**config.mk**
```make
export PLATFORM = sky130hd
export DESIGN_NAME = axis_uart_tx_arbiter_flat
export DESIGN_NICKNAME = d
export VERILOG_FILES = /design/src/rtl/axis_uart_pkg.sv /design/src/rtl/axis_uart_tx_arbiter_if.sv /design/src/rtl/axis_uart_tx_arbiter_rr_pick.sv /design/src/rtl/axis_uart_tx_arbiter.sv /design/src/flat_wrapper.sv
export SDC_FILE = /design/constraint.sdc
export NUM_CORES = 1
export LEC_CHECK = 0
export CAP_MARGIN = 20
export CELL_PAD_IN_SITES_DETAIL_PLACEMENT = 1
export CELL_PAD_IN_SITES_GLOBAL_PLACEMENT = 1
export CORE_UTILIZATION = 23
export CTS_CLUSTER_DIAMETER = 100
export DETAILED_ROUTE_END_ITERATION = 16
export DONT_BUFFER_PORTS = 1
export PLACE_DENSITY = 0.51
export SLEW_MARGIN = 20
export SYNTH_ARGS = -nofsm -noshare
export SYNTH_HDL_FRONTEND = slang
export SYNTH_SLANG_ARGS = --single-unit
```
**constraint.sdc**
```tcl
create_clock -name clk -period 2 [get_ports clk]
set_clock_uncertainty 0.2 [all_clocks]
set_input_delay 0.2 -clock clk [delete_from_list [all_inputs] [get_ports clk]]
set_output_delay 0.2 -clock clk [all_outputs]
set_load 0.03 [all_outputs]
```
**src/rtl/axis_uart_pkg.sv**
```systemverilog
// Shared types and constants for the AXI-Stream UART transmit path.
// Holds the arbiter state encoding, the default beat width and a width helper.
package axis_uart_pkg;

    localparam int unsigned AXIS_DATA_BITS = 8;

    typedef enum logic [0:0] {
        IDLE = 1'b0,
        XFER = 1'b1
    } arb_state_t;

    // Index width for n items; never below 1 so single-bit selects stay legal.
    function automatic int unsigned clog2(input int unsigned n);
        int unsigned r;
        r = 0;
        for (int unsigned v = 1; v < n; v = v << 1) begin
            r++;
        end
        return (r == 0) ? 1 : r;
    endfunction

endpackage

```
**src/rtl/axis_uart_tx_arbiter_if.sv**
```systemverilog
// Bundle of the per-source AXI-Stream slave lanes, the single master lane
// toward the UART transmitter, and the arbiter status signals.
interface axis_uart_tx_arbiter_if
    import axis_uart_pkg::*;
#(
    parameter int unsigned NUM_SRC   = 2,
    parameter int unsigned DATA_BITS = AXIS_DATA_BITS
);
    localparam int unsigned GW = clog2(NUM_SRC);

    logic [NUM_SRC*DATA_BITS-1:0] s_axis_data;
    logic [NUM_SRC-1:0]           s_axis_valid;
    logic [NUM_SRC-1:0]           s_axis_last;
    logic [NUM_SRC-1:0]           s_axis_ready;

    logic [DATA_BITS-1:0]         m_axis_data;
    logic                         m_axis_valid;
    logic                         m_axis_last;
    logic                         m_axis_ready;

    logic [GW-1:0]                grant_id;
    logic                         busy;

    // Arbiter side: owns the merged output stream and the per-source ready.
    modport master (
        input  s_axis_data, s_axis_valid, s_axis_last, m_axis_ready,
        output s_axis_ready, m_axis_data, m_axis_valid, m_axis_last,
        grant_id, busy
    );

    // Environment side: the requesters plus the transmitter's ready.
    modport slave (
        output s_axis_data, s_axis_valid, s_axis_last, m_axis_ready,
        input  s_axis_ready, m_axis_data, m_axis_valid, m_axis_last,
        grant_id, busy
    );

endinterface

```
**src/rtl/axis_uart_tx_arbiter_rr_pick.sv**
```systemverilog
// Combinational round-robin picker: first requester after last_grant, wrapping.
module rr_pick
    import axis_uart_pkg::*;
#(
    parameter  int unsigned NUM_SRC = 2,
    localparam int unsigned GW      = clog2(NUM_SRC)
) (
    input  logic [NUM_SRC-1:0] req,
    input  logic [GW-1:0]      last_grant,
    output logic [GW-1:0]      winner,
    output logic               any
);

    logic [GW-1:0] idx;

    // Walk last_grant+1 .. last_grant+NUM_SRC; the first hit wins.
    always_comb begin
        winner = '0;
        any    = 1'b0;
        idx    = '0;
        for (int unsigned k = 1; k <= NUM_SRC; k++) begin
            idx = GW'((32'(last_grant) + k) % NUM_SRC);
            if (!any && req[idx]) begin
                winner = idx;
                any    = 1'b1;
            end
        end
    end

endmodule

```
**src/rtl/axis_uart_tx_arbiter.sv**
```systemverilog
// Packet-level round-robin arbiter merging NUM_SRC AXI-Stream sources onto the
// UART transmitter input; a grant is held from the first beat through last.
module axis_uart_tx_arbiter
    import axis_uart_pkg::*;
#(
    parameter  int unsigned NUM_SRC   = 2,
    parameter  int unsigned DATA_BITS = AXIS_DATA_BITS,
    localparam int unsigned GW        = clog2(NUM_SRC)
) (
    input  logic                   clk,
    input  logic                   rst,
    axis_uart_tx_arbiter_if.master bus
);

    arb_state_t           state;
    arb_state_t           state_next;
    logic [GW-1:0]        grant_q;
    logic [GW-1:0]        grant_next;
    logic [DATA_BITS-1:0] data_q;
    logic [DATA_BITS-1:0] data_next;
    logic                 valid_q;
    logic                 valid_next;
    logic                 last_q;
    logic                 last_next;
    logic                 busy_q;
    logic                 busy_next;

    logic [DATA_BITS-1:0] lane_data [NUM_SRC];
    logic [DATA_BITS-1:0] lane_data_c;
    logic                 lane_valid_c;
    logic                 lane_last_c;
    logic                 out_free_c;
    logic                 src_hs_c;
    logic [NUM_SRC-1:0]   ready_c;
    logic [GW-1:0]        winner;
    logic                 any_req;

    rr_pick #(
        .NUM_SRC (NUM_SRC)
    ) u_rr_pick (
        .req        (bus.s_axis_valid),
        .last_grant (grant_q),
        .winner     (winner),
        .any        (any_req)
    );

    // Split the flat source data bus into per-lane words.
    for (genvar g = 0; g < NUM_SRC; g++) begin : g_lane
        assign lane_data[g] = bus.s_axis_data[g*DATA_BITS +: DATA_BITS];
    end

    assign lane_data_c  = lane_data[grant_q];
    assign lane_valid_c = bus.s_axis_valid[grant_q];
    assign lane_last_c  = bus.s_axis_last[grant_q];

    // Output slot can take a beat when empty or draining this cycle.
    assign out_free_c = !valid_q || bus.m_axis_ready;
    assign src_hs_c   = (state == XFER) && out_free_c && lane_valid_c;

    always_comb begin
        ready_c = '0;
        if (state == XFER) begin
            ready_c[grant_q] = out_free_c;
        end
    end

    always_comb begin
        state_next = state;
        grant_next = grant_q;
        data_next  = data_q;
        last_next  = last_q;
        valid_next = valid_q;

        if (src_hs_c) begin
            valid_next = 1'b1;
            data_next  = lane_data_c;
            last_next  = lane_last_c;
        end else if (valid_q && bus.m_axis_ready) begin
            valid_next = 1'b0;
        end

        // Requests are only looked at in IDLE; a grant lasts until last is taken.
        case (state)
            IDLE: begin
                if (any_req) begin
                    state_next = XFER;
                    grant_next = winner;
                end
            end
            XFER: begin
                if (src_hs_c && lane_last_c) begin
                    state_next = IDLE;
                end
            end
            default: state_next = IDLE;
        endcase

        busy_next = (state_next == XFER);
    end

    always_ff @(posedge clk or posedge rst) begin
        if (rst) begin
            state   <= IDLE;
            grant_q <= GW'(NUM_SRC - 1);
            data_q  <= '0;
            valid_q <= 1'b0;
            last_q  <= 1'b0;
            busy_q  <= 1'b0;
        end else begin
            state   <= state_next;
            grant_q <= grant_next;
            data_q  <= data_next;
            valid_q <= valid_next;
            last_q  <= last_next;
            busy_q  <= busy_next;
        end
    end

    assign bus.s_axis_ready = ready_c;
    assign bus.m_axis_data  = data_q;
    assign bus.m_axis_valid = valid_q;
    assign bus.m_axis_last  = last_q;
    assign bus.grant_id     = grant_q;
    assign bus.busy         = busy_q;

endmodule

```
**src/flat_wrapper.sv**
```systemverilog
// flat-port wrapper written by rule: the top's interface ports become plain ports
module axis_uart_tx_arbiter_flat import axis_uart_pkg::*;
#(
    parameter  int unsigned NUM_SRC   = 2,
    parameter  int unsigned DATA_BITS = AXIS_DATA_BITS,
    localparam int unsigned GW        = clog2(NUM_SRC)
)
  (clk, rst, bus_s_axis_data, bus_s_axis_valid, bus_s_axis_last, bus_m_axis_ready, bus_s_axis_ready, bus_m_axis_data, bus_m_axis_valid, bus_m_axis_last, bus_grant_id, bus_busy);
  axis_uart_tx_arbiter_if #(.NUM_SRC(NUM_SRC), .DATA_BITS(DATA_BITS)) bus_i ();
  input  logic clk;
  input  logic rst;
  input wire logic [$bits(bus_i.s_axis_data)-1:0] bus_s_axis_data;
  input wire logic [$bits(bus_i.s_axis_valid)-1:0] bus_s_axis_valid;
  input wire logic [$bits(bus_i.s_axis_last)-1:0] bus_s_axis_last;
  input wire logic [$bits(bus_i.m_axis_ready)-1:0] bus_m_axis_ready;
  output wire logic [$bits(bus_i.s_axis_ready)-1:0] bus_s_axis_ready;
  output wire logic [$bits(bus_i.m_axis_data)-1:0] bus_m_axis_data;
  output wire logic [$bits(bus_i.m_axis_valid)-1:0] bus_m_axis_valid;
  output wire logic [$bits(bus_i.m_axis_last)-1:0] bus_m_axis_last;
  output wire logic [$bits(bus_i.grant_id)-1:0] bus_grant_id;
  output wire logic [$bits(bus_i.busy)-1:0] bus_busy;
  assign bus_i.s_axis_data = bus_s_axis_data;
  assign bus_i.s_axis_valid = bus_s_axis_valid;
  assign bus_i.s_axis_last = bus_s_axis_last;
  assign bus_i.m_axis_ready = bus_m_axis_ready;
  assign bus_s_axis_ready = bus_i.s_axis_ready;
  assign bus_m_axis_data = bus_i.m_axis_data;
  assign bus_m_axis_valid = bus_i.m_axis_valid;
  assign bus_m_axis_last = bus_i.m_axis_last;
  assign bus_grant_id = bus_i.grant_id;
  assign bus_busy = bus_i.busy;
  axis_uart_tx_arbiter #(.NUM_SRC(NUM_SRC), .DATA_BITS(DATA_BITS)) u_core (.clk(clk), .rst(rst), .bus(bus_i));
endmodule
```
==> results.md, run 1 <==
- GP Congestion: 0.580
- Per-cell routed wire length: 14.7 um
- Die W: 54.5 um
- Crit path capture type: flop
- VDD IR-drop max: 0.907 mV
- CTS Root Cell: clkbuf_4
- Core area: 0.00254 mm^2
- Mapped cell area: 633 um^2
- Routed Antenna Nets: 0
- Total congestion overflow: 0
- Vias/cell: 4.59
- Clock latency on the worst-skew pair: 0.27 ns
- Initial antenna violation count: 0
- DRT iter0 DRCs: 2
- Vias in the first global route: 440
- Num CTS Buffers: 3
- First-pass GRT wire length: 2.07 mm
- Commonest register cell after synthesis: dfrtp_1
- Non-filler cells, final: 91
- Required time of the critical path: 2.01 ns
- Post-synth EDFFs: 0
- Final core occ: 0.326
- Count of unique library cells instantiated by Yosys: 15
- TritonCTS clock tree: yes
- Fin. max-slew vios: 0
- Hold Path Origin: bus_s_axis_data[2]
- Yosys warning count: 0
- Die area: 0.00297 mm^2
- Startpoint types: flop
- R2R depth: 4
- CP startpoint: u_core.bus.grant_id$_DFFE_PP1P_
- IO Count: 37
- Clock buffer depth: 2
- Hold endpoint: u_core.bus.m_axis_data[2]$_DFFE_PP0P_
- Most common cell after layout, fill and taps aside: dfrtp_1
- Final #Nets: 85
- Fraction of registers with async set/reset: 1.00
- PwrDens: 1870 mW/mm^2
- Worst hold path depth: 2
- Outcome: finished, final reports clean
- Post_cts resized: 0
- Syn avg cell area: 14.4 um^2
- Achievable clock frequency: 557 MHz
- Initial core utilization: 0.249
- Postcts setup bufs: 0
- Vias after detailed routing: 418
- Slew margin rel.: 0.692
- Period utilization: 0.897
- Diodes inserted: 0
- Seq. cell area: 302 um^2
- Reg2reg setup slack: 0.21 ns
- Post-layout minimum cycle time: 1.79 ns
- # rows: 18
- Final wirelength: 1.34 mm
- GRT Total Usage: 0.105
- Fin Setup TNS: 0 ns
- Area of the multi-input gates: 319 um^2
- DIE HEIGHT: 54.5 um
- Commonest cells after routing, fill and taps aside: dfrtp_1, mux2_4, mux2_2, dlygate4sd3_1, buf_4
- Leakage: 0.386 nW
- Slew @ Worst Pin: 0.461 ns
- Fill cells: 281
- Setup CP Type: reg -> reg
- #FFs+latches synth: 12
- Reg-to-Reg End: u_core.bus.grant_id$_DFFE_PP1P_
- RSZ-0062 raised after global routing: no
- Critical path peak fanout: 7
- Buffers on Ports: 0
- Syn Inst Count: 44
- Hold Crit Class: in -> reg
- Hold Vio Cnt, Final: 0
- H-tree depth: 1
- Crit path DAT: 1.81 ns
- Setup violators final: 0
- Synth-to-Final Area Change: 31.0%
- Seq/Total Area, Yosys: 0.476
- WHS: 0.00807 ns
- Syn Nets: 67
- Drt pass-1 iters: 3
- Sink Count: 12
- Max_cap viols: 0
- Placed Cells: 78
- Layout cell share with drive strength beyond 1: 0.492
- Largest net degree at the start of global routing: 13
- Hold buffers post-CTS: 8
- Final HPWL DP: 908 um
- Critical R2R Launch: u_core.bus.grant_id$_DFFE_PP1P_
- Clock transition at the registers of the reported paths: 0.08 ns
- DRC errors left: 0
## layer usage
layer,wire [um],track usage,part of all wire
met1,590,0.141,0.44
met2,636,0.148,0.47
met3,116,0.0278,0.086
met4,0,0.0641,0
met5,0,0,0
## stage by stage
stage               power [mW]  area, um^2  setup WS [ns]
finish                    1.55         830          0.205
global route              1.66         830          0.103
CTS                       1.58         820          0.182
detailed placement        1.35         703          0.289
global placement          1.34         703          0.312
floorplan                 1.19         633          0.188
## cell usage after synthesis, types with 2 or more instances
cell type / count / share of area
dfrtp_1: 11 / 0.43
inv_1: 2 / 0.012
mux2_2: 9 / 0.16
mux2_4: 10 / 0.24
nand2_1: 2 / 0.012
## critical path: stages (launching register included)
cell and delay [ns]:
dfstp_2 0.56, buf_4 0.20, a21oi_1 0.06, a31oi_1 0.14, dlygate4sd3_1 0.58
## cell families (layout without fill, tap and decap cells)
family	Yosys count	in the layout	synth area share
DFF	12	12	0.476
buffers and inverters	3	20	0.0198
and+or+nand+nor	7	7	0.0751
muxes	19	19	0.397
AOI/OAI and AO/OA	3	3	0.0316
## state kept, by name, summed over array words and instances (netlist names)
signal,count
u_core.bus.m_axis_last,1
u_core.bus.grant_id,1
u_core.state,1
u_core.bus.m_axis_valid,1
u_core.bus.m_axis_data,8
## cell type report
type / instances / area share
Clock buffer: 4 / 0.0437
Inverter: 2 / 0.00905
Multi-Input combinational cell: 29 / 0.385
Sequential cell: 12 / 0.363
Tap cell: 30 / 0.0452
Timing Repair Buffer: 14 / 0.154
## how the worst max path moves through the flow
stage,end,cells after the start
2_1_floorplan,u_core.bus.m_axis_data[0]$_DFFE_PP0P_,3
3_3_place_gp,u_core.bus.m_axis_data[6]$_DFFE_PP0P_,3
3_5_place_dp,u_core.bus.m_axis_data[7]$_DFFE_PP0P_,3
4_1_cts,bus_s_axis_ready[1],2
5_1_grt,u_core.bus.grant_id$_DFFE_PP1P_,4
6_report,u_core.bus.grant_id$_DFFE_PP1P_,4
## power by group
part / switching, mW / internal [mW]
Clock: 0.0826 / 0.111
Combinational: 0.310 / 0.389
Sequential: 0.287 / 0.372
Note: power is estimated with default switching activity, not from simulation.
==> run 2, diff against run 1 <==
--- a/config.mk
+++ b/config.mk
@@ -8,12 +8,13 @@
 export CAP_MARGIN = 20
 export CELL_PAD_IN_SITES_DETAIL_PLACEMENT = 1
 export CELL_PAD_IN_SITES_GLOBAL_PLACEMENT = 1
-export CORE_UTILIZATION = 23
+export CORE_UTILIZATION = 40
 export CTS_CLUSTER_DIAMETER = 100
 export DETAILED_ROUTE_END_ITERATION = 16
 export DONT_BUFFER_PORTS = 1
-export PLACE_DENSITY = 0.51
+export PLACE_DENSITY = 0.75
 export SLEW_MARGIN = 20
 export SYNTH_ARGS = -nofsm -noshare
 export SYNTH_HDL_FRONTEND = slang
 export SYNTH_SLANG_ARGS = --single-unit
+export TNS_END_PERCENT = 1
==> results.md, run 2 (same netlist as run 1, synthesis figures left out) <==
- Outcome: finished, final reports clean
- DRC errors left: 0
- # rows: 13
- Leakage: 0.375 nW
- Clock transition at the registers of the reported paths: 0.08 ns
- Critical R2R Launch: u_core.state$_DFF_PP0_
- Diodes inserted: 0
- Reg-to-Reg End: u_core.bus.grant_id$_DFFE_PP1P_
- Initial core utilization: 0.458
- PwrDens: 1910 mW/mm^2
- Fin. max-slew vios: 0
- Required time of the critical path: 1.99 ns
- Met1 track utilization from global routing: 0.188
- Post-layout minimum cycle time: 1.85 ns
- Final #Nets: 84
- Critical path peak fanout: 7
- Per-cell routed wire length: 19.3 um
- Initial antenna violation count: 0
- Largest net degree at the start of global routing: 13
- IO Count: 37
- Seq. cell area: 302 um^2
- Fin Setup TNS: 0 ns
- Critical path's slowest cell: dfrtp_1
- Layout cell share with drive strength beyond 1: 0.467
- Period utilization: 0.924
- Routed Antenna Nets: 0
- Hold buffers post-CTS: 9
- Max_cap viols: 0
- Num CTS Buffers: 3
- Most common cell after layout, fill and taps aside: dfrtp_1
- Crit path capture type: flop
- Max reg flops: 8
- Drt pass-1 iters: 3
- Die W: 41.8 um
- Clock buffer depth: 2
- First-pass GRT wire length: 2.35 mm
- Hold Vio Cnt, Final: 0
- Final wirelength: 1.45 mm
- Setup violators final: 0
- Area of the multi-input gates: 319 um^2
- Sink Count: 12
- M2 GR Usage: 0.347
- Total congestion overflow: 0
- Hold Crit Class: in -> reg
- TritonCTS clock tree: yes
- DRT iter0 DRCs: 5
- Reg2reg setup slack: 0.15 ns
- Achievable clock frequency: 541 MHz
- Fill cells: 136
- CP cell instances: inv_1 > a21oi_1 > a31oi_1 > dlygate4sd3_1
- Vias after detailed routing: 444
- GP Congestion: 0.834
- Synth-to-Final Area Change: 25.3%
- VDD IR-drop max: 1.02 mV
- Buffers on Ports: 0
- Die area: 0.00175 mm^2
- Crit path DAT: 1.84 ns
- Area post-placement: 677 um^2
- Post_cts resized: 0
- DIE HEIGHT: 41.8 um
- Setup CP Type: reg -> reg
- Slew @ Worst Pin: 0.494 ns
- Slew margin rel.: 0.670
- Vias/cell: 5.92
- Vias in the first global route: 507
- Worst hold path depth: 2
- Gr busiest metal: met2
- Final HPWL DP: 995 um
- Postcts setup bufs: 0
- CP peak stage delay: 0.66 ns
- H-tree depth: 1
- CP startpoint: u_core.state$_DFF_PP0_
- Met3 Resource Use GR: 0.0522
- Startpoint types: flop
- Commonest cells after routing, fill and taps aside: dfrtp_1, mux2_4, mux2_2, dlygate4sd3_1, buf_4
- CTS Root Cell: clkbuf_4
- Post-route cell area: 793 um^2
- RSZ-0062 raised after global routing: no
- Core area: 0.00138 mm^2
- Hold endpoint: u_core.bus.m_axis_data[2]$_DFFE_PP0P_
- R2R depth: 4
- GRT Total Usage: 0.182
- Hold Path Origin: bus_s_axis_data[10]
- Clock latency on the worst-skew pair: 0.27 ns
==> run 2: how the worst max path moves through the flow <==
| stage | to | cells after the start |
|---|---|---|
| finish | u_core.bus.grant_id$_DFFE_PP1P_ | 4 |
| global route | u_core.bus.grant_id$_DFFE_PP1P_ | 4 |
| CTS | u_core.bus.grant_id$_DFFE_PP1P_ | 4 |
| detailed placement | u_core.bus.m_axis_data[7]$_DFFE_PP0P_ | 3 |
| global placement | u_core.bus.m_axis_data[4]$_DFFE_PP0P_ | 3 |
| floorplan | u_core.bus.m_axis_data[0]$_DFFE_PP0P_ | 3 |
==> run 2: critical path, delay by kind of cell, from the launching register on <==
family / cells / cell delay, ns
buffers and inverters: 2 / 0.69
DFF: 1 / 0.66
AOI/OAI and AO/OA: 2 / 0.23
==> run 2: per-stage QoR <==
step	hold WS (ns)	power, mW	setup slack, ns	std cells	util
after global placement	-0.0966	1.30	0.315	62	0.490
after CTS	0.00110	1.53	0.167	75	0.574
after detailed placement	-0.0699	1.34	0.275	62	0.490
final	0.0118	1.52	0.153	75	0.574
after global routing	0.00432	1.59	0.0656	75	0.574
after floorplan	-0.136	1.19	0.188	44	-
==> run 2: layout make-up <==
| cell class | count | share of cell area |
|---|---|---|
| clock buffer | 4 | 0.0331 |
| inverter | 2 | 0.00946 |
| multi-input combinational | 29 | 0.402 |
| sequential | 12 | 0.380 |
| tap | 15 | 0.0237 |
| timing repair buffer | 13 | 0.151 |
==> run 2: routing by layer <==
layer	up-vias	wire length (um)
met5	-	0
met4	0	0
li1	190	-
met1	226	541
met2	28	802
met3	0	103
==> run 2: where the power goes <==
part	internal (mW)	switching (mW)	leakage (nW)	total, mW
logic	0.379	0.299	0.223	0.678
clock network	0.0771	0.0771	0.0150	0.154
registers	0.372	0.311	0.138	0.684
